[config.mk]
export PLATFORM = sky130hd
export DESIGN_NAME = fifo_wrt_frontend
export DESIGN_NICKNAME = d
export VERILOG_FILES = /design/src/rtl/fifo_wrt_frontend.sv
export SDC_FILE = /design/constraint.sdc
export NUM_CORES = 1
export LEC_CHECK = 0
export CORE_MARGIN = 5
export CORE_UTILIZATION = 30
export DETAILED_ROUTE_END_ITERATION = 8
export GPL_ROUTABILITY_DRIVEN = 0
export PLACE_DENSITY_LB_ADDON = 0.12
export SLEW_MARGIN = 20
export SYNTH_ARGS = -nofsm -noshare
export SYNTH_HDL_FRONTEND = slang
export SYNTH_SLANG_ARGS = --single-unit
[constraint.sdc]
create_clock -name wrt_clk -period 2.6 [get_ports wrt_clk]
set_input_delay 0.52 -clock wrt_clk [delete_from_list [all_inputs] [get_ports wrt_clk]]
set_output_delay 0.52 -clock wrt_clk [all_outputs]
set_load 0.01 [all_outputs]
[src/rtl/fifo_wrt_frontend.sv]
// fifo_wrt_frontend: write-side skid buffer and fill-level tracker for the async FIFO (wrt_clk domain).
// Define FIFO_WRT_LEVEL_EN to build the gray-to-binary fill level and almost-full compare.
module fifo_wrt_frontend #(
    parameter int DATA_SIZE    = 8,
    parameter int ADDR_SIZE    = 4,
    parameter int AFULL_THRESH = 12
) (
    input  logic                 wrt_clk,
    input  logic                 wrt_rst,
    input  logic                 in_valid,
    output logic                 in_ready,
    input  logic [DATA_SIZE-1:0] in_data,
    input  logic                 wrt_full,
    input  logic [ADDR_SIZE:0]   wrt_ptr,
    input  logic [ADDR_SIZE:0]   sync_rd_ptr,
    output logic                 wrt_inc,
    output logic [DATA_SIZE-1:0] wrt_data,
    output logic [ADDR_SIZE:0]   wrt_level,
    output logic                 wrt_almost_full
);

    localparam logic [1:0] ST_EMPTY = 2'd0;
    localparam logic [1:0] ST_ONE   = 2'd1;
    localparam logic [1:0] ST_TWO   = 2'd2;

    logic [1:0]           state, state_nxt;
    logic [DATA_SIZE-1:0] head_q, head_nxt;
    logic [DATA_SIZE-1:0] tail_q, tail_nxt;
    logic                 accept, drain;

    assign accept   = in_valid & in_ready;
    assign drain    = (state != ST_EMPTY) & ~wrt_full;
    assign wrt_inc  = drain;
    assign wrt_data = head_q;

    always_comb begin
        state_nxt = state;
        head_nxt  = head_q;
        tail_nxt  = tail_q;
        case (state)
            ST_EMPTY: begin
                if (accept) begin
                    state_nxt = ST_ONE;
                    head_nxt  = in_data;
                end
            end
            ST_ONE: begin
                if (accept && !drain) begin
                    state_nxt = ST_TWO;
                    tail_nxt  = in_data;
                end else if (drain && !accept) begin
                    state_nxt = ST_EMPTY;
                end else if (accept && drain) begin
                    head_nxt  = in_data;
                end
            end
            ST_TWO: begin
                // in_ready is low here, so only a drain can move the state
                if (drain) begin
                    state_nxt = ST_ONE;
                    head_nxt  = tail_q;
                end
            end
            default: begin
                state_nxt = ST_EMPTY;
            end
        endcase
    end

    always_ff @(posedge wrt_clk or posedge wrt_rst) begin
        if (wrt_rst) begin
            state    <= ST_EMPTY;
            head_q   <= '0;
            tail_q   <= '0;
            in_ready <= 1'b0;
        end else begin
            state    <= state_nxt;
            head_q   <= head_nxt;
            tail_q   <= tail_nxt;
            in_ready <= (state_nxt != ST_TWO);
        end
    end

`ifdef FIFO_WRT_LEVEL_EN
    localparam int PW = ADDR_SIZE + 1;
    localparam logic [PW-1:0] THRESH = PW'(AFULL_THRESH);

    function automatic logic [PW-1:0] gray2bin(input logic [PW-1:0] g);
        logic [PW-1:0] b;
        b = '0;
        b[PW-1] = g[PW-1];
        for (int unsigned i = 1; i < PW; i++) begin
            b[PW-1-i] = b[PW-i] ^ g[PW-1-i];
        end
        return b;
    endfunction

    logic [PW-1:0] wr_bin, rd_bin, level_nxt;

    assign wr_bin    = gray2bin(wrt_ptr);
    assign rd_bin    = gray2bin(sync_rd_ptr);
    // Modular subtraction at pointer width absorbs the wrap of either pointer
    assign level_nxt = wr_bin - rd_bin;

    always_ff @(posedge wrt_clk or posedge wrt_rst) begin
        if (wrt_rst) begin
            wrt_level       <= '0;
            wrt_almost_full <= 1'b0;
        end else begin
            wrt_level       <= level_nxt;
            wrt_almost_full <= (level_nxt >= THRESH);
        end
    end
`else
    logic unused_ptrs;

    assign unused_ptrs     = ^{wrt_ptr, sync_rd_ptr};
    assign wrt_level       = '0;
    assign wrt_almost_full = wrt_full;
`endif

endmodule

==> flow_metrics.py, run 1 <==
metrics = {
    "run_status": {
        "status": "finished, final reports clean",
    },
    "yosys": {
        "synth_top_flop_cell": "dfrtp_1",
        "yosysMostFrequentCell": "dfrtp_1",
        "synth_edf_count": 0,
        "ys_seq_area_frac": 0.5300,
        "synth_top_cells_by_count": "dfrtp_1 (19), mux2_2 (9), o21a_1 (9)",
        "avgSynthCellArea_um2": 12.64,
        "synth.top_cell.area_share": 0.5300,
        "synth_cells": 71,
        "async_reset_ff_frac": 1.000,
        "synth.distinct_cells": 22,
        "yosysTopAreaCell": "dfrtp_1",
        "ys_warn_count": 0,
        "synth_area_leaders": "dfrtp_1 (53%), mux2_2 (11%), o32a_1 (8.9%)",
        "syn_area_um2": 897.1,
        "ys_seq_elements": 19,
    },
    "die": {
        "rows": 19,
        "start_util": 0.3198,
        "coreArea_um2": 2805,
        "die_h_um": 64.69,
        "io_pins": 38,
        "die_area_um2": 4184,
        "die_w_um": 64.69,
    },
    "cts": {
        "ctsHtreeMaxLevel": 1,
        "cts.clk_slew.worst_paths_ps": 110,
        "cts.sinks": 19,
        "clk_latency_ps": 300,
        "cts_resized": 0,
        "postCtsSetupBuffers": 0,
        "cts_buffers": 3,
        "postCtsHoldBufs": 0,
        "cts.path.max_buffers": 2,
        "cts_root_buf": "clkbuf_4",
        "cts_tree": "built",
    },
    "routing": {
        "vias": 624,
        "vias_per_cell": 5.032,
        "met1_length_um": 852,
        "wirelength_mm": 1.931,
        "drc": 0,
        "wl_per_cell_um": 15.57,
        "wl_met2_um": 935,
        "drt_iter0_markers": 8,
        "first_pass_iters": 4,
        "ant_nets": 0,
        "met3_length_um": 124,
        "highest_layer": "met4",
    },
    "worst_hold_path": {
        "whs_path_depth": 1,
        "hp-class": "reg -> reg",
    },
    "layout": {
        "drive_gt1_frac": 0.1613,
        "fill_cells": 287,
        "regArea_um2": 475.5,
        "area_growth_pct": 26.92,
        "final_cells": 124,
        "diodes": 0,
        "final_nets": 116,
        "fin_util": 0.4059,
        "multiInputGateArea_um2": 366.6,
    },
    "placed_design": {
        "io_buffers": 22,
        "dp_hpwl_mm": 1.310,
        "dp.cells": 120,
    },
    "pwr": {
        "cellLeakagePower_nw": 0.4464,
        "ir_drop_mv": 0.3461,
        "p_seq_frac": 0.456,
        "pwr_density_cell_nw_per_um2": 981.3,
        "p_clk_frac": 0.134,
        "p_int_mw": 0.7688,
        "power_mw": 1.117,
        "p_switching_mw": 0.3486,
        "combPwrFrac": 0.409,
        "swShare": 0.3120,
    },
    "sta": {
        "setup-violations-final": 0,
        "tightest_slew_ps": 741.5,
        "drv_slew": 0,
        "fin_setup_tns_ps": 0,
        "timing.final.crit_share": 0.8683,
        "post-route-min-period_ps": 2258,
        "finalHoldViolations": 0,
        "clock_skew_ps": 4.791,
        "rsz0062_at_grt": "no",
        "timing.fmax_mhz": 442.9,
        "slew_headroom": 0.5051,
    },
    "setup_path": {
        "end_kind": "output port",
        "worstPathRequired_ps": 2080,
        "cp.arrival_ps": 1740,
        "path_class": "in -> out",
        "critPathLaunchType": "input pin",
        "rr_worst_depth": 3,
        "reg2reg_setup_slack_ps": 1040,
        "cp_max_fo": 9,
    },
    "global_route": {
        "grt_start_max_net_pins": 20,
        "grt_use_total": 0.1007,
        "overflow": 0,
        "grt_antenna_before_repair": 0,
        "grt_pass1_vias": 669,
        "grt_pass1_wl_mm": 3.167,
    },
    "run": {
        "max_cap_viol_count": 0,
    },
}
## state kept, by name, summed over array words and instances, names as in the netlist
name and count:
in_ready 1, state 2, wrt_data 8, tail_q 8
## critical path: stages
cell and delay, ps:
clkdlybuf4s50_1 530, nor2_1 140, clkdlybuf4s50_1 540
## routing by layer
layer,vias up,GRT usage
met3,2,0.03972
met5,-,0
met4,0,0.04749
met2,18,0.1611
li1,293,-
met1,311,0.1185
## placed cells by master, fill, tap and decap left out, drive strengths merged, types with 2 or more instances in the layout
cell,instances
o21ai,3
dfrtp,19
clkbuf,4
o32a,8
o21a,9
mux2,9
nor2,3
clkdlybuf4s50,22
conb,5
nand2,2
## worst paths after layout
path                                    startpoint                       to
max in group asynchronous                  wrt_rst       in_ready$_DFF_PP0_
setup reg to reg                state[1]$_DFF_PP0_    tail_q[0]$_DFFE_PP0P_
hold reg to reg            wrt_data[5]$_DFFE_PP0P_  wrt_data[5]$_DFFE_PP0P_
hold / removal             wrt_data[5]$_DFFE_PP0P_  wrt_data[5]$_DFFE_PP0P_
setup / recovery                          wrt_full                  wrt_inc
min in group asynchronous                  wrt_rst    tail_q[1]$_DFFE_PP0P_
## power by group through the flow
stage | logic, mW | registers, mW | clock network [mW]
final | 0.457 | 0.510 | 0.150
after global routing | 0.496 | 0.532 | 0.177
after CTS | 0.467 | 0.512 | 0.163
after detailed placement | 0.463 | 0.518 | 0
after global placement | 0.458 | 0.509 | 0
after floorplan | 0.241 | 0.534 | 0
## logic make-up (layout without fill, tap and decap cells)
| family | count (synthesis) | after routing | synth area share |
|---|---|---|---|
| other cells | 1 | 5 | 0.004180 |
| flops | 19 | 19 | 0.5300 |
| mux | 9 | 9 | 0.1130 |
| buf+inv | 10 | 28 | 0.07808 |
| simple gates | 11 | 11 | 0.07256 |
| compound gates | 21 | 21 | 0.2022 |
## area by class of cell
class	count	share of cell area
multi-input cells	46	0.3220
flip-flops and latches	19	0.4176
well taps	31	0.03407
inverters	1	0.003297
repair buffers	23	0.2000
clock buffers	4	0.02308
## metrics by stage
stage	instance area (um2)	setup WS, ps	hold WS [ps]
finish	1139	342.4	497.1
global route	1139	273.9	525.9
CTS	1139	329.5	506.5
detailed placement	1112	328.3	479.5
global placement	1112	345.0	475.3
floorplan	912.1	1213	471.1
(Power assumes the default switching activity.)
==> run 2: changes to the inputs <==
Settings changed: CORE_MARGIN 5 to 2.
==> run 2 against run 1 <==
The run now ends with DRC left. Via count decreased by 1.9%. Global-route usage is 1.3 points higher. Clock power is essentially flat.
==> flow_metrics.py, run 2 (synthesis gave the netlist of run 1 again) <==
metrics = {
    "cts": {
        "cts_tree": "built",
        "cts.clk_slew.worst_paths_ps": 110,
        "ctsHtreeMaxLevel": 1,
        "cts_root_buf": "clkbuf_4",
        "postCtsHoldBufs": 0,
        "postCtsSetupBuffers": 0,
        "cts.path.max_buffers": 2,
        "clk_latency_ps": 290,
        "cts.sinks": 19,
        "cts_resized": 0,
        "cts_buffers": 3,
    },
    "die": {
        "coreArea_um2": 2805,
        "io_pins": 38,
        "die_w_um": 58.69,
        "rows": 19,
        "die_area_um2": 3444,
        "start_util": 0.3198,
        "die_h_um": 58.69,
    },
    "routing": {
        "first_pass_iters": 6,
        "drt_iter0_markers": 15,
        "wl_per_cell_um": 13.85,
        "wirelength_mm": 1.717,
        "vias": 612,
        "drc": 3,
        "vias_per_cell": 4.935,
        "ant_nets": 0,
    },
    "pwr": {
        "pwr_density_cell_nw_per_um2": 974.9,
        "ir_drop_mv": 0.4553,
        "cellLeakagePower_nw": 0.4464,
    },
    "layout": {
        "area_growth_pct": 26.92,
        "layout_commonest_cell": "clkdlybuf4s50_1",
        "fill_cells": 287,
        "mostFrequentLayoutCells": "clkdlybuf4s50_1 (22), dfrtp_1 (19), o21a_1 (9), mux2_2 (9), o32a_1 (8)",
        "stdcell_area_um2": 1139,
        "diodes": 0,
        "drive_gt1_frac": 0.1613,
        "final_nets": 116,
    },
    "sta": {
        "timing.final.ws_setup_ps": 324.9,
        "setup-violations-final": 0,
        "drv_slew": 0,
        "tightest_slew_ps": 723.3,
        "clock_skew_ps": 9.918,
        "finalHoldViolations": 0,
        "timing.fmax_mhz": 439.5,
        "rsz0062_at_grt": "no",
        "post-route-min-period_ps": 2275,
        "timing.final.crit_share": 0.8750,
        "fin_setup_tns_ps": 0,
        "slew_headroom": 0.5173,
    },
    "placed_design": {
        "placed_area_um2": 1112,
        "pre_cts_ws_ps": 307.3,
        "dp_hpwl_mm": 1.202,
        "io_buffers": 22,
    },
    "global_route": {
        "overflow": 0,
        "grt_use_total": 0.1134,
        "grt_antenna_before_repair": 0,
        "grt_start_max_net_pins": 20,
        "grt_pass1_vias": 655,
        "grt_pass1_wl_mm": 2.918,
    },
    "worst_hold_path": {
        "hp-class": "reg -> reg",
    },
    "setup_path": {
        "path_class": "in -> out",
        "worstPathRequired_ps": 2080,
        "cp.arrival_ps": 1760,
        "end_kind": "output port",
        "cp_max_fo": 9,
        "critPathLaunchType": "input pin",
    },
    "run_status": {
        "status": "finished, violations left",
        "violations": "DRC",
    },
    "run": {
        "max_cap_viol_count": 0,
    },
}
## run 2: cell counts in the layout (fill, tap and decap cells not counted)
Identical to the previous run, type by type.
## run 2: per-stage QoR
step / utilization / hold WS [ps] / total power, mW / std cells
3_5_place_dp: 0.3965 / 481.6 / 0.9767 / 120
3_3_place_gp: 0.3965 / 475.0 / 0.9642 / 120
6_report: 0.4059 / 501.1 / 1.110 / 124
5_1_grt: 0.4059 / 519.3 / 1.196 / 124
2_1_floorplan: - / 471.1 / 0.7751 / 75
4_1_cts: 0.4059 / 507.9 / 1.128 / 124
## run 2: metal layers
metal | routed length [um] | track usage | vias to the layer above | part of all wire
met1 | 844 | 0.1500 | 299 | 0.49
met2 | 774 | 0.1782 | 19 | 0.45
met5 | 0 | 0 | - | 0
met4 | 13 | 0.05844 | 0 | 0.0076
li1 | - | - | 292 | -
met3 | 84 | 0.01978 | 2 | 0.049
## run 2: cell type report
class / instances / area, um2 / area share
Multi-Input combinational cell: 46 / 366.6 / 0.3220
Timing Repair Buffer: 23 / 227.7 / 0.2000
Inverter: 1 / 3.754 / 0.003297
Sequential cell: 19 / 475.5 / 0.4176
Tap cell: 31 / 38.79 / 0.03407
Clock buffer: 4 / 26.28 / 0.02308
## run 2: where the power goes
| part | internal, mW | switching, mW |
|---|---|---|
| Combinational | 0.278 | 0.176 |
| Clock | 0.0596 | 0.0895 |
| Sequential | 0.431 | 0.0764 |
| Total | 0.768 | 0.342 |
## run 2: critical path, stage by stage
cell	delay (ps)
clkdlybuf4s50_1	550
nor2_1	150
clkdlybuf4s50_1	540
## run 2: path summary, 6_finish.rpt
| path | endpoint | slack [ps] | start | cells after the start |
|---|---|---|---|---|
| worst max-delay path | wrt_inc | 320 | wrt_full | 3 |
| worst min-delay path | wrt_data[7]$_DFFE_PP0P_ | 500 | wrt_data[7]$_DFFE_PP0P_ | 1 |
| worst max register to register | tail_q[5]$_DFFE_PP0P_ | 1050 | state[1]$_DFF_PP0_ | 3 |
| worst min register to register | wrt_data[7]$_DFFE_PP0P_ | 500 | wrt_data[7]$_DFFE_PP0P_ | 1 |
| max in group asynchronous | state[0]$_DFF_PP0_ | 1510 | wrt_rst | 2 |
| min in group asynchronous | wrt_data[2]$_DFFE_PP0P_ | 630 | wrt_rst | 2 |
==> run 3: changes to the inputs <==
==> constraint.sdc (replaced) <==
create_clock -name wrt_clk -period 2.6 [get_ports wrt_clk]
set_input_delay 0.78 -clock wrt_clk [delete_from_list [all_inputs] [get_ports wrt_clk]]
set_output_delay 0.78 -clock wrt_clk [all_outputs]
set_load 0.01 [all_outputs]
==> run 3 against run 2 <==
The flow still finishes with violations (DRC). Routed wire length fell by 0.64%. Sequential cell count did not move. Critical path depth did not move.
==> flow_metrics.py, run 3 (synthesis gave the netlist of run 1 again) <==
metrics = {
    "run_status": {
        "status": "finished, violations left",
        "violations": "DRC",
    },
    "pwr": {
        "combPwrFrac": 0.409,
        "p_switching_mw": 0.3428,
        "pwr_density_cell_nw_per_um2": 956.9,
        "p_int_mw": 0.7671,
        "cellLeakagePower_nw": 0.4684,
        "swShare": 0.3089,
        "ir_drop_mv": 0.4357,
        "p_clk_frac": 0.135,
        "p_seq_frac": 0.456,
    },
    "layout": {
        "layout_commonest_cell": "clkdlybuf4s50_1",
        "fill_cells": 292,
        "final_nets": 119,
        "area_growth_pct": 29.29,
        "mostFrequentLayoutCells": "clkdlybuf4s50_1 (20), dfrtp_1 (19), o21a_1 (9), mux2_2 (9), o32a_1 (8)",
        "diodes": 0,
        "drive_gt1_frac": 0.1979,
        "fin_util": 0.4135,
    },
    "cts": {
        "clk_latency_ps": 290,
        "cts_root_buf": "clkbuf_4",
        "cts.sinks": 19,
        "cts.clk_slew.worst_paths_ps": 110,
        "cts_tree": "built",
        "cts_buffers": 3,
        "ctsHtreeMaxLevel": 1,
        "cts.path.max_buffers": 2,
    },
    "sta": {
        "fin_setup_tns_ps": 0,
        "rsz0062_at_grt": "no",
        "timing.fmax_mhz": 421.0,
        "finalHoldViolations": 0,
        "drv_slew": 0,
        "timing.final.crit_share": 0.9135,
        "post-route-min-period_ps": 2375,
        "setup-violations-final": 0,
        "clock_skew_ps": 7.444,
    },
    "routing": {
        "wl_per_cell_um": 13.43,
        "first_pass_iters": 5,
        "drc": 3,
        "ant_nets": 0,
        "wirelength_mm": 1.706,
        "vias": 606,
        "drt_iter0_markers": 10,
        "vias_per_cell": 4.772,
    },
    "die": {
        "die_w_um": 58.69,
        "die_h_um": 58.69,
        "rows": 19,
        "die_area_um2": 3444,
        "io_pins": 38,
        "coreArea_um2": 2805,
        "start_util": 0.3198,
    },
    "global_route": {
        "grt_pass1_vias": 579,
        "grt_use_total": 0.1052,
        "grt_antenna_before_repair": 0,
        "grt_start_max_net_pins": 20,
        "overflow": 0,
        "grt_pass1_wl_mm": 2.711,
    },
    "placed_design": {
        "dp_hpwl_mm": 1.149,
        "io_buffers": 22,
    },
    "run": {
        "max_cap_viol_count": 0,
    },
    "setup_path": {
        "critPathLaunchType": "input pin",
        "cp.arrival_ps": 1600,
        "path_cells": "clkdlybuf4s50_1 > nor2_1 > dlygate4sd2_1",
        "cp_max_fo": 3,
        "cpLargestDelayFamily": "buffers and inverters",
        "cpPeakStageDelay_ps": 490,
        "cp_slowest_cell": "clkdlybuf4s50_1",
        "worstPathRequired_ps": 1820,
        "path_class": "in -> out",
        "critPathBufInv": 2,
        "reg2reg_setup_slack_ps": 1120,
        "end_kind": "output port",
    },
    "worst_hold_path": {
        "hp-class": "reg -> reg",
    },
}
run 3: cell count changes in the layout (fill, tap and decap cells not counted), sizes merged:
| cell | before | now |
|---|---|---|
| buf | 1 | 4 |
| clkbuf | 4 | 3 |
| clkdlybuf4s50 | 22 | 20 |
| clkinv | 0 | 1 |
| dlygate4sd2 | 0 | 2 |
run 3: final cells by class:
| type | instances | area (um2) | share of cell area |
|---|---|---|---|
| clock buffer | 3 | 22.52 | 0.01942 |
| clock inverter | 1 | 5.005 | 0.004315 |
| inverter | 1 | 3.754 | 0.003236 |
| multi-input combinational | 46 | 366.6 | 0.3161 |
| sequential | 19 | 475.5 | 0.4099 |
| tap | 31 | 38.79 | 0.03344 |
| timing repair buffer | 26 | 247.7 | 0.2136 |
run 3: worst paths after layout:
| check | end | startpoint | depth (start not counted) |
|---|---|---|---|
| worst max-delay path | wrt_inc | wrt_full | 3 |
| worst min-delay path | wrt_data[7]$_DFFE_PP0P_ | wrt_data[7]$_DFFE_PP0P_ | 1 |
| worst max register to register | wrt_data[1]$_DFFE_PP0P_ | state[0]$_DFF_PP0_ | 3 |
| worst min register to register | wrt_data[7]$_DFFE_PP0P_ | wrt_data[7]$_DFFE_PP0P_ | 1 |
| max in group asynchronous | state[0]$_DFF_PP0_ | wrt_rst | 3 |
| min in group asynchronous | wrt_data[2]$_DFFE_PP0P_ | wrt_rst | 3 |
run 3: power by group through the flow:
stage	clock network [mW]	logic, mW	registers, mW
2_1_floorplan	0	0.241	0.534
3_3_place_gp	0	0.459	0.510
3_5_place_dp	0	0.462	0.514
4_1_cts	0.161	0.460	0.507
5_1_grt	0.174	0.488	0.528
6_report	0.150	0.454	0.506
run 3: through the flow:
step	setup WS [ps]	std cells	cell area, um2	hold slack (ps)	power [mW]
CTS	214.2	127	1160	507.7	1.128
floorplan	870.8	75	912.1	480.7	0.7751
finish	224.8	127	1160	500.1	1.110
global route	198.2	127	1160	520.2	1.190
global placement	-43.46	123	1135	472.0	0.9690
detailed placement	-46.59	123	1135	478.6	0.9757
run 3: per-layer routing:
metal  GRT usage  part of all wire  vias up
li1            -                 -      296
met1      0.1488              0.50      291
met2      0.1525              0.43       17
met3     0.03077             0.056        2
met4     0.03896            0.0064        0
met5           0                 0        -
run 3: worst reg2reg max path: cells and delay by family (launching register included):
family / cells / cell delay [ps]
AOI/OAI and AO/OA: 2 / 350
and+or+nand+nor: 1 / 590
DFF: 1 / 450
run 3: timing repair:
action	in CTS	in global routing
hold buffers	0	0
setup buffers	0	0
endpoints found under the setup margin	2	0
gates resized for setup	2	0
